## src/rtl/ula_operand_stage.sv

```systemverilog
// ID/EX register in front of the ALU: operand forwarding from EX/MEM and MEM/WB,
// load-use stall detection, and bubble insertion on stall or branch flush.
module ula_operand_stage #(
    parameter int DATA_W = 32,
    parameter int REG_W  = 5,
    parameter int CNT_W  = 16
) (
    input  logic              clk,
    input  logic              rst,
    input  logic              id_valid,
    input  logic [3:0]        id_alu_control,
    input  logic [DATA_W-1:0] id_rs_data,
    input  logic [DATA_W-1:0] id_rt_data,
    input  logic [DATA_W-1:0] id_imm,
    input  logic              id_alu_src,
    input  logic              id_uses_rt,
    input  logic [REG_W-1:0]  id_rs,
    input  logic [REG_W-1:0]  id_rt,
    input  logic [REG_W-1:0]  id_rd,
    input  logic              id_reg_write,
    input  logic              id_mem_read,
    input  logic              flush,
    input  logic              ex_hold,
    input  logic              exmem_reg_write,
    input  logic [REG_W-1:0]  exmem_rd,
    input  logic [DATA_W-1:0] exmem_result,
    input  logic              memwb_reg_write,
    input  logic [REG_W-1:0]  memwb_rd,
    input  logic [DATA_W-1:0] memwb_result,
    output logic              stall_id,
    output logic              ex_valid,
    output logic [3:0]        alu_control,
    output logic [DATA_W-1:0] in_a,
    output logic [DATA_W-1:0] in_b,
    output logic [DATA_W-1:0] ex_store_data,
    output logic [REG_W-1:0]  ex_rd,
    output logic              ex_reg_write,
    output logic              ex_mem_read,
    output logic [CNT_W-1:0]  bubble_count
);

    localparam logic [REG_W-1:0] REG_ZERO = {REG_W{1'b0}};
    localparam logic [CNT_W-1:0] CNT_ONE  = {{(CNT_W-1){1'b0}}, 1'b1};

    logic              ex_valid_r;
    logic [3:0]        alu_control_r;
    logic [DATA_W-1:0] rs_data_r;
    logic [DATA_W-1:0] rt_data_r;
    logic [DATA_W-1:0] imm_r;
    logic              alu_src_r;
    logic [REG_W-1:0]  rs_r;
    logic [REG_W-1:0]  rt_r;
    logic [REG_W-1:0]  rd_r;
    logic              reg_write_r;
    logic              mem_read_r;
    logic [CNT_W-1:0]  bubble_count_r;

    logic              hazard_s;
    logic              bubble_s;
    logic              load_s;
    logic [DATA_W-1:0] fwd_a_s;
    logic [DATA_W-1:0] fwd_b_s;

    // The younger producer (EX/MEM) shadows MEM/WB; register 0 is hard-wired.
    function automatic logic [DATA_W-1:0] forward_operand(
        input logic [REG_W-1:0]  src,
        input logic [DATA_W-1:0] rf_data,
        input logic              em_we,
        input logic [REG_W-1:0]  em_rd,
        input logic [DATA_W-1:0] em_res,
        input logic              wb_we,
        input logic [REG_W-1:0]  wb_rd,
        input logic [DATA_W-1:0] wb_res
    );
        logic [DATA_W-1:0] val;
        if (em_we && (em_rd != REG_ZERO) && (em_rd == src)) begin
            val = em_res;
        end else if (wb_we && (wb_rd != REG_ZERO) && (wb_rd == src)) begin
            val = wb_res;
        end else begin
            val = rf_data;
        end
        return val;
    endfunction

    // Load-use hazard: the load in EX produces a register decode wants to read.
    always_comb begin
        hazard_s = 1'b0;
        if (ex_valid_r && mem_read_r && (rd_r != REG_ZERO) && id_valid) begin
            if ((rd_r == id_rs) || (id_uses_rt && (rd_r == id_rt))) begin
                hazard_s = 1'b1;
            end else begin
                hazard_s = 1'b0;
            end
        end else begin
            hazard_s = 1'b0;
        end
    end

    // Next-state selection: flush beats hold, hold beats hazard.
    always_comb begin
        bubble_s = flush | (~ex_hold & hazard_s);
        load_s   = ~flush & ~ex_hold & ~hazard_s;
    end

    // Operand forwarding on the registered source indices.
    always_comb begin
        fwd_a_s = forward_operand(rs_r, rs_data_r, exmem_reg_write, exmem_rd, exmem_result,
                                  memwb_reg_write, memwb_rd, memwb_result);
        fwd_b_s = forward_operand(rt_r, rt_data_r, exmem_reg_write, exmem_rd, exmem_result,
                                  memwb_reg_write, memwb_rd, memwb_result);
    end

    // ID/EX pipeline register and saturating bubble counter.
    always_ff @(posedge clk) begin
        if (rst) begin
            ex_valid_r     <= 1'b0;
            alu_control_r  <= 4'b0000;
            rs_data_r      <= {DATA_W{1'b0}};
            rt_data_r      <= {DATA_W{1'b0}};
            imm_r          <= {DATA_W{1'b0}};
            alu_src_r      <= 1'b0;
            rs_r           <= REG_ZERO;
            rt_r           <= REG_ZERO;
            rd_r           <= REG_ZERO;
            reg_write_r    <= 1'b0;
            mem_read_r     <= 1'b0;
            bubble_count_r <= {CNT_W{1'b0}};
        end else if (bubble_s) begin
            ex_valid_r     <= 1'b0;
            alu_control_r  <= 4'b0000;
            alu_src_r      <= 1'b0;
            rs_r           <= REG_ZERO;
            rt_r           <= REG_ZERO;
            rd_r           <= REG_ZERO;
            reg_write_r    <= 1'b0;
            mem_read_r     <= 1'b0;
            bubble_count_r <= (&bubble_count_r) ? bubble_count_r : bubble_count_r + CNT_ONE;
        end else if (load_s) begin
            ex_valid_r     <= id_valid;
            alu_control_r  <= id_alu_control;
            rs_data_r      <= id_rs_data;
            rt_data_r      <= id_rt_data;
            imm_r          <= id_imm;
            alu_src_r      <= id_alu_src;
            rs_r           <= id_rs;
            rt_r           <= id_rt;
            rd_r           <= id_rd;
            reg_write_r    <= id_reg_write;
            mem_read_r     <= id_mem_read;
        end else begin
            ex_valid_r     <= ex_valid_r;
        end
    end

    assign stall_id      = (hazard_s | ex_hold) & ~flush;
    assign ex_valid      = ex_valid_r;
    assign alu_control   = alu_control_r;
    assign in_a          = fwd_a_s;
    assign in_b          = alu_src_r ? imm_r : fwd_b_s;
    assign ex_store_data = fwd_b_s;
    assign ex_rd         = rd_r;
    assign ex_reg_write  = reg_write_r & ex_valid_r;
    assign ex_mem_read   = mem_read_r & ex_valid_r;
    assign bubble_count  = bubble_count_r;

endmodule
```

## config.mk

```make
export PLATFORM = sky130hd
export DESIGN_NAME = ula_operand_stage
export DESIGN_NICKNAME = d
export VERILOG_FILES = /design/src/rtl/ula_operand_stage.sv
export SDC_FILE = /design/constraint.sdc
export NUM_CORES = 1
export LEC_CHECK = 0
export CORE_AREA = 5 5 132 134
export CTS_CLUSTER_DIAMETER = 40
export DETAILED_ROUTE_END_ITERATION = 8
export DIE_AREA = 0 0 137 139
export PLACE_DENSITY = 0.94
export RECOVER_POWER = 25
export SETUP_SLACK_MARGIN = 0.05
export SLEW_MARGIN = 20
export SYNTH_ARGS = -nofsm -noshare
export SYNTH_HDL_FRONTEND = slang
export SYNTH_SLANG_ARGS = --single-unit
```

## constraint.sdc

```tcl
create_clock -name clk -period 4.33 [get_ports clk]
set_input_delay 0.433 -clock clk [delete_from_list [all_inputs] [get_ports clk]]
set_output_delay 0.433 -clock clk [all_outputs]
set_load 0.05 [all_outputs]
```

==> summary.md <==
| Metric | Value |
|---|---|
| Yosys cell types | 45 |
| CTS root buf | clkbuf_16 |
| Crit Path Max Fanout | 12 |
| Worst-Margin Slew | 1.90 ns |
| DRC viols | 0 |
| Reg area | 0.00270 mm^2 |
| Endpoints failing setup | 0 |
| Core ar. | 0.0162 mm^2 |
| Setup CP Type | input port to primary output |
| Synth area leaders | dfxtp_1, mux2_4, nand2_1 |
| Worst slew margin | -0.277 |
| Area of the multi-input gates | 0.00426 mm^2 |
| Maximum VDD drop | 0.251 mV |
| Post-CTS sizing | 0 |
| Io pins | 325 |
| Clock Tree Buf Depth | 2 |
| Htree depth | 4 |
| Area of the mapped netlist | 0.00722 mm^2 |
| Run status | finished with violations |
| Biggest area consumer among synthesized cells | dfxtp_1 |
| Leakage | 4.29 nW |
| Failing checks | max-capacitance violations, max-slew violations |
| Util after Layout | 0.691 |
| RSZ-0062 raised after global routing | no |
| Layout fillers | 1255 |
| Post-detail-place hpwl | 19900 um |
| Seq/Total Area, Yosys | 0.374 |
| I/O Buffers | 324 |
| Syn_nets | 1037 |
| Final period util | 0.924 |
| Min-Delay Path Class | flop to flop |
| Layout cells sized above 1 | 0.170 |
| First-pass GRT wire length | 40600 um |
| Clock buffer count from CTS | 17 |
| Worst hold margin | 0.449 ns |
| Synthesis-stage register bit count | 135 |
| Syn Inst Count | 836 |
| Crit path required time | 3.90 ns |
| Total vias in the final route | 7321 |
| DRT iter0 DRCs | 365 |
| DR WL/cell | 19.5 um |
| DRT antenna net count | 0 |
| Total GRT Usage | 0.272 |
| Final instance area | 0.0112 mm^2 |
| Syn_area_per_cell | 8.64 um^2 |
| CP startpoint kind | input port |
| CTS tree | built |
| EDFF count, synth | 0 |
| Die Area | 0.0190 mm^2 |
| Num rows | 47 |
| Fmax | 0.250 GHz |
| Clock Latency Late Sink | 0.41 ns |
| Placed inst area | 0.0106 mm^2 |
| Area growth, synth to finish | 54.7% |
| Vias in the first global route | 7623 |
| Vias per inst | 5.34 |
| Slew Viols, Final | 101 |
| Placer Congestion | 0.892 |
| Fin crit period | 4.00 ns |
| Power Dens Cells | 327 mW/mm^2 |
| Fin. Hold Viols | 0 |
| Syn. warnings | 0 |
| Initial antenna violation count | 1 |
| Tot Pwr | 3.65 mW |
| Post-synth top flop | dfxtp_1 |
| Largest net degree at the start of global routing | 88 |
| CTS sink count | 135 |
| Worst EP arrival | 3.57 ns |
| Async SR Flop Fraction | 0 |
| Clock Pin Slew Worst Setup and Hold Paths | 0.05 ns |
| Post-Route Skew | 0.00955 ns |
| Die Y | 139 um |
| TritonRoute pass-1 iters | 5 |
| Total grt overflow | 0 |
| Max Cap Viol | 2 |
| Routed WL | 26800 um |
| Post-route setup TNS | 0 ns |
| Top-area cell type share of the netlist area | 0.374 |
| Die width | 137 um |
| Setup crit end kind | primary output |
| Final nets | 1338 |
| Initial Util | 0.446 |
cells in the final DEF, fill, tap and decap left out, types with 2 or more instances in the layout:
cell type,synthesis,final
clkdlybuf4s50_1,0,254
nand2_1,232,232
dfxtp_1,135,134
a21oi_1,108,108
mux2_4,60,60
buf_4,2,56
mux2_2,37,37
o21ai_0,36,36
mux2i_1,33,33
dlygate4sd3_1,0,29
a22o_1,23,23
xnor2_1,21,21
clkbuf_16,0,17
xor2_1,10,10
or3_1,10,10
nand3_1,9,8
nor2_1,8,8
o21ai_1,7,7
nand4_1,6,6
clkbuf_8,0,5
or4_1,4,4
inv_1,4,4
clkbuf_1,42,4
nor4_1,3,3
and2_1,3,3
o31ai_1,3,3
bufinv_16,0,3
nor4_4,0,2
o211ai_1,1,2
and4_1,2,2
clkinv_2,0,2
clkinvlp_4,0,2
synth_stat cells (all sizes together) (4+ instances only):
library cell    n
a21oi         109
a22o           23
buf            19
clkbuf         42
dfxtp         135
inv             4
mux2           97
mux2i          33
nand2         232
nand3           9
nand4           6
nor2            8
nor4            6
o21ai          44
or3            10
or4             5
xnor2          21
xor2           10
routing by layer:
layer / share of wire / global-route usage / vias to the layer above
met5: 0 / 0 / -
met3: 0.081 / 0.0802 / 73
met1: 0.38 / 0.299 / 3416
li1: - / - / 3505
met2: 0.50 / 0.470 / 327
met4: 0.039 / 0.135 / 0
state kept, by name, indices dropped and copies added, names as in the netlist, 4 cells and up:
register,count
imm_r,32
ex_rd,5
rt_data_r,32
rt_r,5
rs_r,5
rs_data_r,32
alu_control,4
bubble_count,16
power breakdown:
group | internal [mW] | leakage [nW] | total (mW) | switching, mW
logic | 0.374 | 2.89 | 0.811 | 0.437
clock network | 0.982 | 0.300 | 1.51 | 0.524
registers | 1.29 | 1.10 | 1.33 | 0.0395
final timing paths:
check                                 start                to  slack (ns)  cells past startpoint
worst max-delay path            memwb_rd[4]  ex_store_data[6]        0.33                      9
worst min-delay path              imm_r[21]         imm_r[21]        0.45                      2
worst max register to register     ex_rd[0]         alu_src_r        0.92                      6
worst min register to register    imm_r[21]         imm_r[21]        0.45                      2
final cells by class:
| cell class | instances | share of cell area |
|---|---|---|
| Antenna cell | 1 | 0.000224 |
| Clock buffer | 25 | 0.0453 |
| Clock inverter | 7 | 0.0103 |
| Inverter | 4 | 0.00134 |
| Multi-Input combinational cell | 636 | 0.381 |
| Sequential cell | 135 | 0.242 |
| Tap cell | 220 | 0.0246 |
| Timing Repair Buffer | 343 | 0.295 |
worst max-delay path: stages:
cell,delay [ns]
clkdlybuf4s50_1,0.53
buf_4,0.14
xnor2_1,0.11
nand3_1,0.13
nor4_4,0.51
buf_4,0.37
mux2_4,0.33
mux2_4,0.29
clkdlybuf4s50_1,0.72
per-stage QoR:
stage | cells | setup slack (ns)
floorplan | 836 | 1.25
global placement | 1336 | 0.0496
detailed placement | 1336 | -0.0415
CTS | 1369 | 0.300
global route | 1371 | 0.200
finish | 1371 | 0.331
repair_timing:
item	CTS	global route
hold buffers	0	0
endpoints found under the hold margin	0	0
setup buffers	1	0
setup endpoints to repair	21	0
cell families (layout without fill, tap and decap cells):
family / after synthesis / count (layout) / share of synthesized area
adders and majority gates: 1 / 1 / 0.00173
buffers and inverters: 65 / 379 / 0.0402
AOI/OAI and AO/OA: 188 / 188 / 0.150
and+or+nand+nor: 286 / 286 / 0.168
other: 0 / 1 / 0
xor gates and xnor gates: 31 / 31 / 0.0376
DFF: 135 / 135 / 0.374
muxes: 130 / 130 / 0.228
No activity file was read; power rests on OpenSTA's default activity.
